==> src/rtl/stack_seq_pkg.sv <==
// ---------------------------------------------------------------------------
// stack_seq_pkg
// Shared types and constants for the stack operation sequencer.
//   - op_e    : operation encoding carried on op_code
//   - state_e : sequencer state register encoding
//   - SEQ_W / SEQ_DEPTH : default data width and stack capacity
//   - operand-count and growth lookups used by the accept-time legality check
// Optional feature macro used by the files that import this package:
//   STKSEQ_FLAGS_EN (zero / carry flags on arithmetic and logic results)
// ---------------------------------------------------------------------------
package stack_seq_pkg;

  localparam int SEQ_W     = 8;
  localparam int SEQ_DEPTH = 32;

  typedef enum logic [2:0] {
    OP_DUP   = 3'd0,
    OP_PUSHI = 3'd1,
    OP_POP   = 3'd2,
    OP_ADD   = 3'd3,
    OP_SUB   = 3'd4,
    OP_AND   = 3'd5,
    OP_OR    = 3'd6,
    OP_NOT   = 3'd7
  } op_e;

  typedef enum logic [2:0] {
    ST_IDLE = 3'd0,
    ST_RDA  = 3'd1,
    ST_RDB  = 3'd2,
    ST_PUSH = 3'd3,
    ST_DONE = 3'd4,
    ST_ERR  = 3'd5
  } state_e;

  // Entries each op must find on the stack, two bits per op, op 7 in the MSBs:
  // NOT=1 OR=2 AND=2 SUB=2 ADD=2 POP=1 PUSHI=0 DUP=1
  localparam logic [15:0] OP_NEED_LUT = {2'd1, 2'd2, 2'd2, 2'd2, 2'd2, 2'd1, 2'd0, 2'd1};

  // Ops that leave the stack one entry deeper (DUP and PUSHI)
  localparam logic [7:0] OP_GROW_LUT = 8'b0000_0011;

  function automatic logic [1:0] opNeed(input op_e op);
    return OP_NEED_LUT[{op, 1'b0} +: 2];
  endfunction

  function automatic logic opGrows(input op_e op);
    return OP_GROW_LUT[op];
  endfunction

  function automatic logic opIsBinary(input op_e op);
    return (opNeed(op) == 2'd2);
  endfunction

endpackage

==> src/rtl/stack_seq_alu.sv <==
// ---------------------------------------------------------------------------
// stack_seq_alu
// Purely combinational result generator for the stack sequencer.
//   op_i     : operation being executed
//   a_i      : operand A, the old top of stack
//   b_i      : operand B, the entry below the top (binary ops only)
//   result_o : value to be pushed back (DUP passes A through)
//   carry_o  : only with STKSEQ_FLAGS_EN; ADD carry out or SUB borrow (A > B)
// ---------------------------------------------------------------------------
module stack_seq_alu
  import stack_seq_pkg::*;
#(
  parameter int W = SEQ_W
) (
  input  op_e          op_i,
  input  logic [W-1:0] a_i,
  input  logic [W-1:0] b_i,
  output logic [W-1:0] result_o
`ifdef STKSEQ_FLAGS_EN
  ,
  output logic         carry_o
`endif
);

  // Subtraction is B - A because A is the more recently pushed operand.
  always_comb begin
    result_o = a_i;
`ifdef STKSEQ_FLAGS_EN
    carry_o = 1'b0;
`endif
    case (op_i)
      OP_ADD: begin
`ifdef STKSEQ_FLAGS_EN
        {carry_o, result_o} = {1'b0, a_i} + {1'b0, b_i};
`else
        result_o = a_i + b_i;
`endif
      end
      OP_SUB: begin
        result_o = b_i - a_i;
`ifdef STKSEQ_FLAGS_EN
        carry_o = (a_i > b_i);
`endif
      end
      OP_AND:  result_o = a_i & b_i;
      OP_OR:   result_o = a_i | b_i;
      OP_NOT:  result_o = ~a_i;
      default: result_o = a_i;
    endcase
  end

endmodule

==> src/rtl/stack_op_sequencer.sv <==
// ---------------------------------------------------------------------------
// stack_op_sequencer
// Sole driver of a W-bit, DEPTH-entry circular stack. Takes one operation per
// op_valid/op_ready handshake, refuses underflow/overflow up front using its
// own depth counter, then walks the pop/read/compute/push sequence.
// Ports:
//   clk, rst_n          : clock, asynchronous active-low reset
//   op_valid/op_ready   : operation handshake (ready only in IDLE)
//   op_code, op_imm     : operation and PUSHI immediate
//   stk_push/pop/tos    : stack strobes, decoded from state only
//   stk_din, stk_dout   : stack write data / read data (valid while tos)
//   res_valid, res_data : result pulse and value (pushed value, or popped one)
//   err                 : one-cycle pulse for a refused operation
//   depth               : current number of stack entries
//   flag_z, flag_c      : only with STKSEQ_FLAGS_EN
// ---------------------------------------------------------------------------
module stack_op_sequencer
  import stack_seq_pkg::*;
#(
  parameter int W     = SEQ_W,
  parameter int DEPTH = SEQ_DEPTH
) (
  input  logic                   clk,
  input  logic                   rst_n,
  input  logic                   op_valid,
  output logic                   op_ready,
  input  logic [2:0]             op_code,
  input  logic [W-1:0]           op_imm,
  output logic                   stk_push,
  output logic                   stk_pop,
  output logic                   stk_tos,
  output logic [W-1:0]           stk_din,
  input  logic [W-1:0]           stk_dout,
  output logic                   res_valid,
  output logic [W-1:0]           res_data,
  output logic                   err,
  output logic [$clog2(DEPTH):0] depth
`ifdef STKSEQ_FLAGS_EN
  ,
  output logic                   flag_z,
  output logic                   flag_c
`endif
);

  localparam int DW = $clog2(DEPTH) + 1;

  state_e         state_q, state_d;
  op_e            op_q, op_d;
  op_e            opIn;
  logic [W-1:0]   opA_q, opA_d;
  logic [W-1:0]   din_q, din_d;
  logic [W-1:0]   res_q, res_d;
  logic [DW-1:0]  depth_q, depth_d;
  logic           accept;
  logic           illegal;
  logic [W-1:0]   aluA;
  logic [W-1:0]   aluResult;
`ifdef STKSEQ_FLAGS_EN
  logic           aluCarry;
  logic           flagZ_q, flagZ_d;
  logic           flagC_q, flagC_d;
`endif

  // In RDA the top of stack is on stk_dout this very cycle, so it feeds the
  // ALU directly; in RDB the latched A and the live B are combined.
  assign aluA = (state_q == ST_RDA) ? stk_dout : opA_q;

  stack_seq_alu #(.W(W)) u_alu (
    .op_i     (op_q),
    .a_i      (aluA),
    .b_i      (stk_dout),
    .result_o (aluResult)
`ifdef STKSEQ_FLAGS_EN
    ,
    .carry_o  (aluCarry)
`endif
  );

  // Strobes and handshakes come straight from registered state.
  assign op_ready  = (state_q == ST_IDLE);
  assign stk_tos   = (state_q == ST_RDA) || (state_q == ST_RDB);
  assign stk_pop   = ((state_q == ST_RDA) && (op_q != OP_DUP)) || (state_q == ST_RDB);
  assign stk_push  = (state_q == ST_PUSH);
  assign res_valid = (state_q == ST_PUSH) || (state_q == ST_DONE);
  assign err       = (state_q == ST_ERR);
  assign stk_din   = din_q;
  assign res_data  = res_q;
  assign depth     = depth_q;
`ifdef STKSEQ_FLAGS_EN
  assign flag_z    = flagZ_q;
  assign flag_c    = flagC_q;
`endif

  assign opIn    = op_e'(op_code);
  assign accept  = op_valid && op_ready;
  assign illegal = (depth_q < DW'(opNeed(opIn))) ||
                   (opGrows(opIn) && (depth_q == DW'(DEPTH)));

  // Next-state logic. Results are captured on the edge that enters PUSH or
  // DONE so stk_din, res_data and the flags are stable for that whole cycle.
  always_comb begin
    state_d = state_q;
    op_d    = op_q;
    opA_d   = opA_q;
    din_d   = din_q;
    res_d   = res_q;
`ifdef STKSEQ_FLAGS_EN
    flagZ_d = flagZ_q;
    flagC_d = flagC_q;
`endif
    depth_d = depth_q + DW'(stk_push) - DW'(stk_pop);

    case (state_q)
      ST_IDLE: begin
        if (accept) begin
          op_d = opIn;
          if (illegal) begin
            state_d = ST_ERR;
          end else if (opIn == OP_PUSHI) begin
            state_d = ST_PUSH;
            din_d   = op_imm;
            res_d   = op_imm;
          end else begin
            state_d = ST_RDA;
          end
        end
      end
      ST_RDA: begin
        opA_d = stk_dout;
        if (op_q == OP_POP) begin
          state_d = ST_DONE;
          res_d   = stk_dout;
        end else if (opIsBinary(op_q)) begin
          state_d = ST_RDB;
        end else begin
          state_d = ST_PUSH;
          din_d   = aluResult;
          res_d   = aluResult;
`ifdef STKSEQ_FLAGS_EN
          if (op_q == OP_NOT) begin
            flagZ_d = (aluResult == '0);
            flagC_d = 1'b0;
          end
`endif
        end
      end
      ST_RDB: begin
        state_d = ST_PUSH;
        din_d   = aluResult;
        res_d   = aluResult;
`ifdef STKSEQ_FLAGS_EN
        flagZ_d = (aluResult == '0);
        flagC_d = aluCarry;
`endif
      end
      default: state_d = ST_IDLE;
    endcase
  end

  // Single state/data register bank; reset aborts any operation in flight.
  always_ff @(posedge clk or negedge rst_n) begin
    if (!rst_n) begin
      state_q <= ST_IDLE;
      op_q    <= OP_DUP;
      opA_q   <= '0;
      din_q   <= '0;
      res_q   <= '0;
      depth_q <= '0;
`ifdef STKSEQ_FLAGS_EN
      flagZ_q <= 1'b0;
      flagC_q <= 1'b0;
`endif
    end else begin
      state_q <= state_d;
      op_q    <= op_d;
      opA_q   <= opA_d;
      din_q   <= din_d;
      res_q   <= res_d;
      depth_q <= depth_d;
`ifdef STKSEQ_FLAGS_EN
      flagZ_q <= flagZ_d;
      flagC_q <= flagC_d;
`endif
    end
  end

endmodule
==> config.mk <==
export PLATFORM = sky130hd
export DESIGN_NAME = stack_op_sequencer
export DESIGN_NICKNAME = d
export VERILOG_FILES = /design/src/rtl/stack_seq_pkg.sv /design/src/rtl/stack_seq_alu.sv /design/src/rtl/stack_op_sequencer.sv
export SDC_FILE = /design/constraint.sdc
export NUM_CORES = 1
export LEC_CHECK = 0
export ABC_AREA = 1
export BUFFER_PORTS_ARGS = -buffer_cell sky130_fd_sc_hd__buf_2
export CAP_MARGIN = 20
export CORE_ASPECT_RATIO = 1.2
export CORE_UTILIZATION = 45
export CTS_CLUSTER_DIAMETER = 120
export DETAILED_ROUTE_END_ITERATION = 8
export GPL_TIMING_DRIVEN = 1
export PLACE_DENSITY = 0.73
export SYNTH_ARGS = -nofsm -noshare
export SYNTH_HDL_FRONTEND = slang
export SYNTH_HIERARCHICAL = 1
export SYNTH_SLANG_ARGS = --single-unit
==> constraint.sdc <==
create_clock -name clk -period 5.63 [get_ports clk]
set_input_delay 0.8445 -clock clk [delete_from_list [all_inputs] [get_ports clk]]
set_output_delay 0.8445 -clock clk [all_outputs]
set_load 0.05 [all_outputs]
# Word-level counts from Yosys, hierarchy flattened

Memories as Yosys holds them, arrays and structs flattened.
Index checks and enable logic that the tools add are counted.

Register bits after elaboration: 36
Bits in read-only memories: 8
Output and inout bits: 28
Logic and storage cells: 68
Memories kept: 1

Add/sub/neg operators: 4
Magnitude comparators: 2
Eq/ne operators: 20
Shift operators: 2
Multiplexer cells: 17
Bitwise operators: 3
Reductions and logical operators: 13

Memories:

| name             | words | bits a word | read ports | clocked after memory_dff | wr ports | RTL line            | text |
|---|---|---|---|---|---|---|---|
| (name not given) | 8     | 1           | 1          | 0                        | 0        | stack_seq_pkg.sv:48 | `return OP_GROW_LUT[op];` |

Operators with widths:

| kind                    | count |
|---|---|
| $mux 8                  | 7 |
| $pmux 8 s3              | 2 |
| $pmux 8 s5              | 1 |
| $shiftx 16x5->2 const A | 2 |
| $eq 3x3->1 const B      | 6 |
| $eq 3x2->1 const B      | 4 |
| $mux 3                  | 3 |
| $pmux 3 s3              | 1 |
| $add 8x8->8             | 1 |
| $and 8x8->8             | 1 |
| $not 8->8               | 1 |
| $or 8x8->8              | 1 |
| $sub 8x8->8             | 1 |
| $add 6x1->6             | 1 |
| $eq 3x1->1 const B      | 2 |
| $eq 6x6->1 const B      | 1 |
| $lt 6x2->1              | 1 |
| $ne 2x2->1 const B      | 3 |
| $reduce_and 6->1        | 1 |
| $reduce_bool 3->1       | 2 |
| $sub 6x1->6             | 1 |
| $reduce_and 5->1        | 1 |
| $logic_or 1x1->1        | 4 |
| $lt 3x4->1 const B      | 1 |
| other kinds (8)         | 12 |

# Longest topological paths before layout

Depth in word-level cells: 7
Depth in mapped cells: 28
Gate-level depth less buffers: 28

# Modules after synthesis

Netlist, hierarchy kept.

By module, submodules not included:

| module             | times used | cells each | area an instance (um2) | seq. area each (um2) |
|---|---|---|---|---|
| stack_op_sequencer | 1          | 254        | 2016.9                 | 900.9 |
| stack_seq_alu      | 1          | 165        | 899.6                  | 0.0 |

# Least setup slack after synthesis

Ideal clock, no wire load.

Path type: input port to flip-flop
From: in stk_dout[0]
To: reg res_q[7] (netlist: res_data[7])
Data arrival time: 3282 ps
Data required time: 5565 ps
Path slack: 2283 ps
Cell stages on the path: 24
Path buffers: 0
Cell sequence: nand2_1 -> nand2_1 -> inv_1 -> ha_1 -> inv_1 -> nor3_1 -> inv_1 -> o31ai_1 -> xor2_1 -> inv_1 -> ha_1 -> nand2_1 -> inv_1 -> nand2_1 -> nand2_1 -> a21oi_1 -> inv_1 -> nand2_1 -> nand3_2 -> a21oi_2 -> nand2_1 -> o211ai_1 -> nand3_1 -> nand2_1

Word-level cells in the longest chain between the ends: 6

RTL lines:

| element                                    | RTL line                                 | text |
|---|---|---|
| start: declaration                         | stack_op_sequencer.sv:33                 | `input logic [W-1:0] stk_dout,` |
| $mux 8 *                                   | --                                       |  |
| named net aluA[0]                          | stack_op_sequencer.sv:56                 | `logic [W-1:0] aluA;` |
| $sub 8x8->8 or $add 8x8->8 (tied branches) | stack_seq_alu.sv:40, stack_seq_alu.sv:36 |  |
| $pmux 8 s5 *                               | stack_seq_alu.sv:31                      | `case (op_i)` |
| named net aluResult[7]                     | stack_op_sequencer.sv:57                 | `logic [W-1:0] aluResult;` |
| $mux 8                                     | stack_op_sequencer.sv:133                | `end else if (opIsBinary(op_q)) begin` |
| $mux 8                                     | stack_op_sequencer.sv:130                | `if (op_q == OP_POP) begin` |
| $pmux 8 s3 *                               | stack_op_sequencer.sv:113                | `case (state_q)` |
| end signal: assignment                     | stack_op_sequencer.sv:178                | `res_q <= res_d;` |
| end: declaration                           | stack_op_sequencer.sv:52                 | `logic [W-1:0] res_q, res_d;` |

The timed path passes the listed nets; every way through them passes the cells marked *. The select of a mux whose other input is x is not followed.
A chain may end at the register's enable or synchronous reset.

# Worst setup path after layout

From: reg state_q[0]
To: reg res_q[7] (netlist: res_data[7])

Word-level cells in the longest chain between the ends: 7

RTL lines:

| element                                    | RTL line                                 | text |
|---|---|---|
| start: declaration                         | stack_op_sequencer.sv:47                 | `state_e state_q, state_d;` |
| start signal: assignment                   | stack_op_sequencer.sv:174                | `state_q <= state_d;` |
| $eq 3x1->1 *                               | stack_op_sequencer.sv:66                 | `assign aluA = (state_q == ST_RDA) ? stk_dout : opA_q;` |
| $mux 8 *                                   | --                                       |  |
| named net aluA[0]                          | stack_op_sequencer.sv:56                 |  |
| $sub 8x8->8 or $add 8x8->8 (tied branches) | stack_seq_alu.sv:40, stack_seq_alu.sv:36 |  |
| $pmux 8 s5 *                               | stack_seq_alu.sv:31                      |  |
| named net aluResult[7]                     | stack_op_sequencer.sv:57                 |  |
| $mux 8                                     | stack_op_sequencer.sv:133                |  |
| $mux 8                                     | stack_op_sequencer.sv:130                |  |
| $pmux 8 s3 *                               | stack_op_sequencer.sv:113                |  |

Marks and branches as above.

==> qor.yml <==
status: "complete, no violations"
r2r_cells: 28
hold_path.class: "flip-flop to flip-flop"
viasPerCell: 5.106
ios: 50
wl_per_cell_um: 13.00
port_buffers: 49
yosysWarningCount: 6
synthFlopType: "dfrtp_1"
grt_pass1_wl_mm: 11.90
dp_hpwl_mm: 5.673
max_slew_margin_pct: 45.04
drive_gt1_share_pct: 17.30
synth_common_cells: "nand2_1 (148), inv_1 (54), dfrtp_1 (36)"
worst_pin_slew_ns: 0.8245
yosysUniqueCellTypes: 33
worstSetupStartpointType: "flip-flop"
die-height_um: 90.19
numCtsBuffers: 5
ys_ff_latch: 36
start_util_pct: 47.59
grt_use_total_pct: 22.62
num_antenna_cells: 0
routabilityCongestion: 0.9528
min_path_cells: 2
antenna_found_initial: 0
grt_pass1_vias: 2667
cp.arrival_ns: 3.85
cp-end-kind: "flip-flop"
min_period_ns: 3.607
layout.nets: 518
critPathTopFamily: "simple AND/OR/NAND/NOR gates"
synth.top_cell.area_share_pct: 30.89
async_flop_share_pct: 100.0
vias: 2839
syn_area_per_cell_um2: 6.961
num-fill-cells: 630
cts_hold_buffers: 0
grt_max_degree: 37
overflow: 0
maxClockFrequency_mhz: 277.2
clk_pin_slew_ns: 0.08
cts_buffer_depth: 2
period_share_pct: 64.08
syn-num-nets: 464
r2r_slack_ns: 2.02
final-setup-viol-count: 0
postCtsSetupRepairBufs: 0
crit_buf_inv: 8
rsz0062_at_grt: "no"
synthMostInstantiatedCell: "nand2_1"
ant_nets: 0
cts.sinks: 36
crit_path_top_delay_cell: "dfrtp_1"
h-tree-depth: 2
cts_tree: "yes"
hold_violations: 0
cap_viol_max_count: 0
die-area_um2: 6808
core_area_um2: 6128
r2r_end: "res_data[7]"
drt_pass1_iterations: 6
slowest_delay_ns: 0.40
cts-root-buf: "clkbuf_8"
drc: 0
maxSlewViolCount: 0
die_x_um: 75.49
tns_ns: 0
syn_to_final_growth_pct: 14.46
cts_resized: 0
yosysSeqAreaShare_pct: 30.89
netlist_instances: 419
synth-edff-count: 0
worstSetupPathDepth: 28
finClkSkew_ns: 0.01293
num_rows: 31
cp-startpoint: "state_q[0]"
drt_iter0_markers: 149
drt_wl_total_mm: 7.226
cpMostUsedCell: "nand2_1"
crit_type: "flip-flop to flip-flop"
cp.required_ns: 5.87
synth.largest_area_cell: "dfrtp_1"
path_max_fanout: 13
syn-cell-area_um2: 2917
clkLatencyLatePin_ns: 0.30
cp-endpoint: "res_data[7]"
reg2reg_from: "state_q[0]"
synth_area_leaders: "dfrtp_1 (31%), nand2_1 (19%), ha_1 (9.0%)"
worst register-to-register path: cells and delay by family (launching register included):
kind                       cells  cell delay, ns
xor gates and xnor gates       1            0.18
adders and majority gates      2            0.47
and+or+nand+nor               13            1.12
AOI/OAI and AO/OA              4            0.72
DFF                            1            0.40
buffers and inverters          8            0.67
placed cells by master, fill, tap and decap left out, types with 7 or more instances in the layout:
master	Yosys	routed
a21oi_1	20	20
buf_2	1	49
dfrtp_1	36	36
ha_1	21	21
inv_1	54	54
nand2_1	148	148
nand3_1	32	32
nand4_1	7	7
nor2_1	28	28
nor3_1	7	7
o211ai_1	8	8
o21ai_0	8	8
xor2_1	10	10
worst min-delay path by stage:
| stage | startpoint | endpoint | slack [ns] |
|---|---|---|---|
| floorplan | opA_q[7] | opA_q[7] | 0.50 |
| global placement | res_data[5] | res_data[5] | 0.45 |
| detailed placement | res_data[0] | res_data[0] | 0.45 |
| CTS | res_data[0] | res_data[0] | 0.47 |
| global route | res_data[1] | res_data[1] | 0.50 |
| finish | res_data[0] | res_data[0] | 0.46 |
per-layer routing:
metal  GRT usage, %  vias to the layer above  routed length, um
li1               -                     1451                  -
met3          2.691                       11                369
met1          28.83                     1293               3138
met2          38.17                       84               3597
met4          8.333                        0                121
met5              0                        -                  0
registers in the layout, summed over array words and instances (netlist names):
register  count
depth         6
state_q       3
op_q          3
stk_din       8
res_data      8
opA_q         8
cells by family (layout without fill, tap and decap cells):
family / Yosys count / count (layout) / share of synthesized area, %
simple gates: 243 / 243 / 37.92
buf+inv: 62 / 117 / 8.451
compound gates: 45 / 45 / 9.353
flops: 36 / 36 / 30.89
fa+ha+maj: 23 / 23 / 10.38
xor+xnor: 10 / 10 / 3.003
final cells by class:
type | count | area (um^2) | share of cell area (%)
multi-input cells | 321 | 1769 | 53.00
well taps | 82 | 102.6 | 3.073
clock buffers | 8 | 90.09 | 2.699
repair buffers | 49 | 245.2 | 7.346
inverters | 60 | 230.2 | 6.897
flip-flops and latches | 36 | 900.9 | 26.99
stage by stage:
step / worst slack, ns / hold WS (ns) / utilization [%] / std cells / cell area [um^2]
after floorplan: 2.283 / 0.5037 / - / 419 / 2917
after global placement: 1.970 / 0.4515 / 53.00 / 548 / 3248
after detailed placement: 1.851 / 0.4540 / 53.00 / 548 / 3248
after CTS: 1.975 / 0.4711 / 54.47 / 556 / 3338
after global routing: 1.500 / 0.4990 / 54.47 / 556 / 3338
final: 2.023 / 0.4647 / 54.47 / 556 / 3338
Power is left out: the tool's default activity adds up to more than one toggle a clock period on the data nets, which glitch-free logic cannot reach.
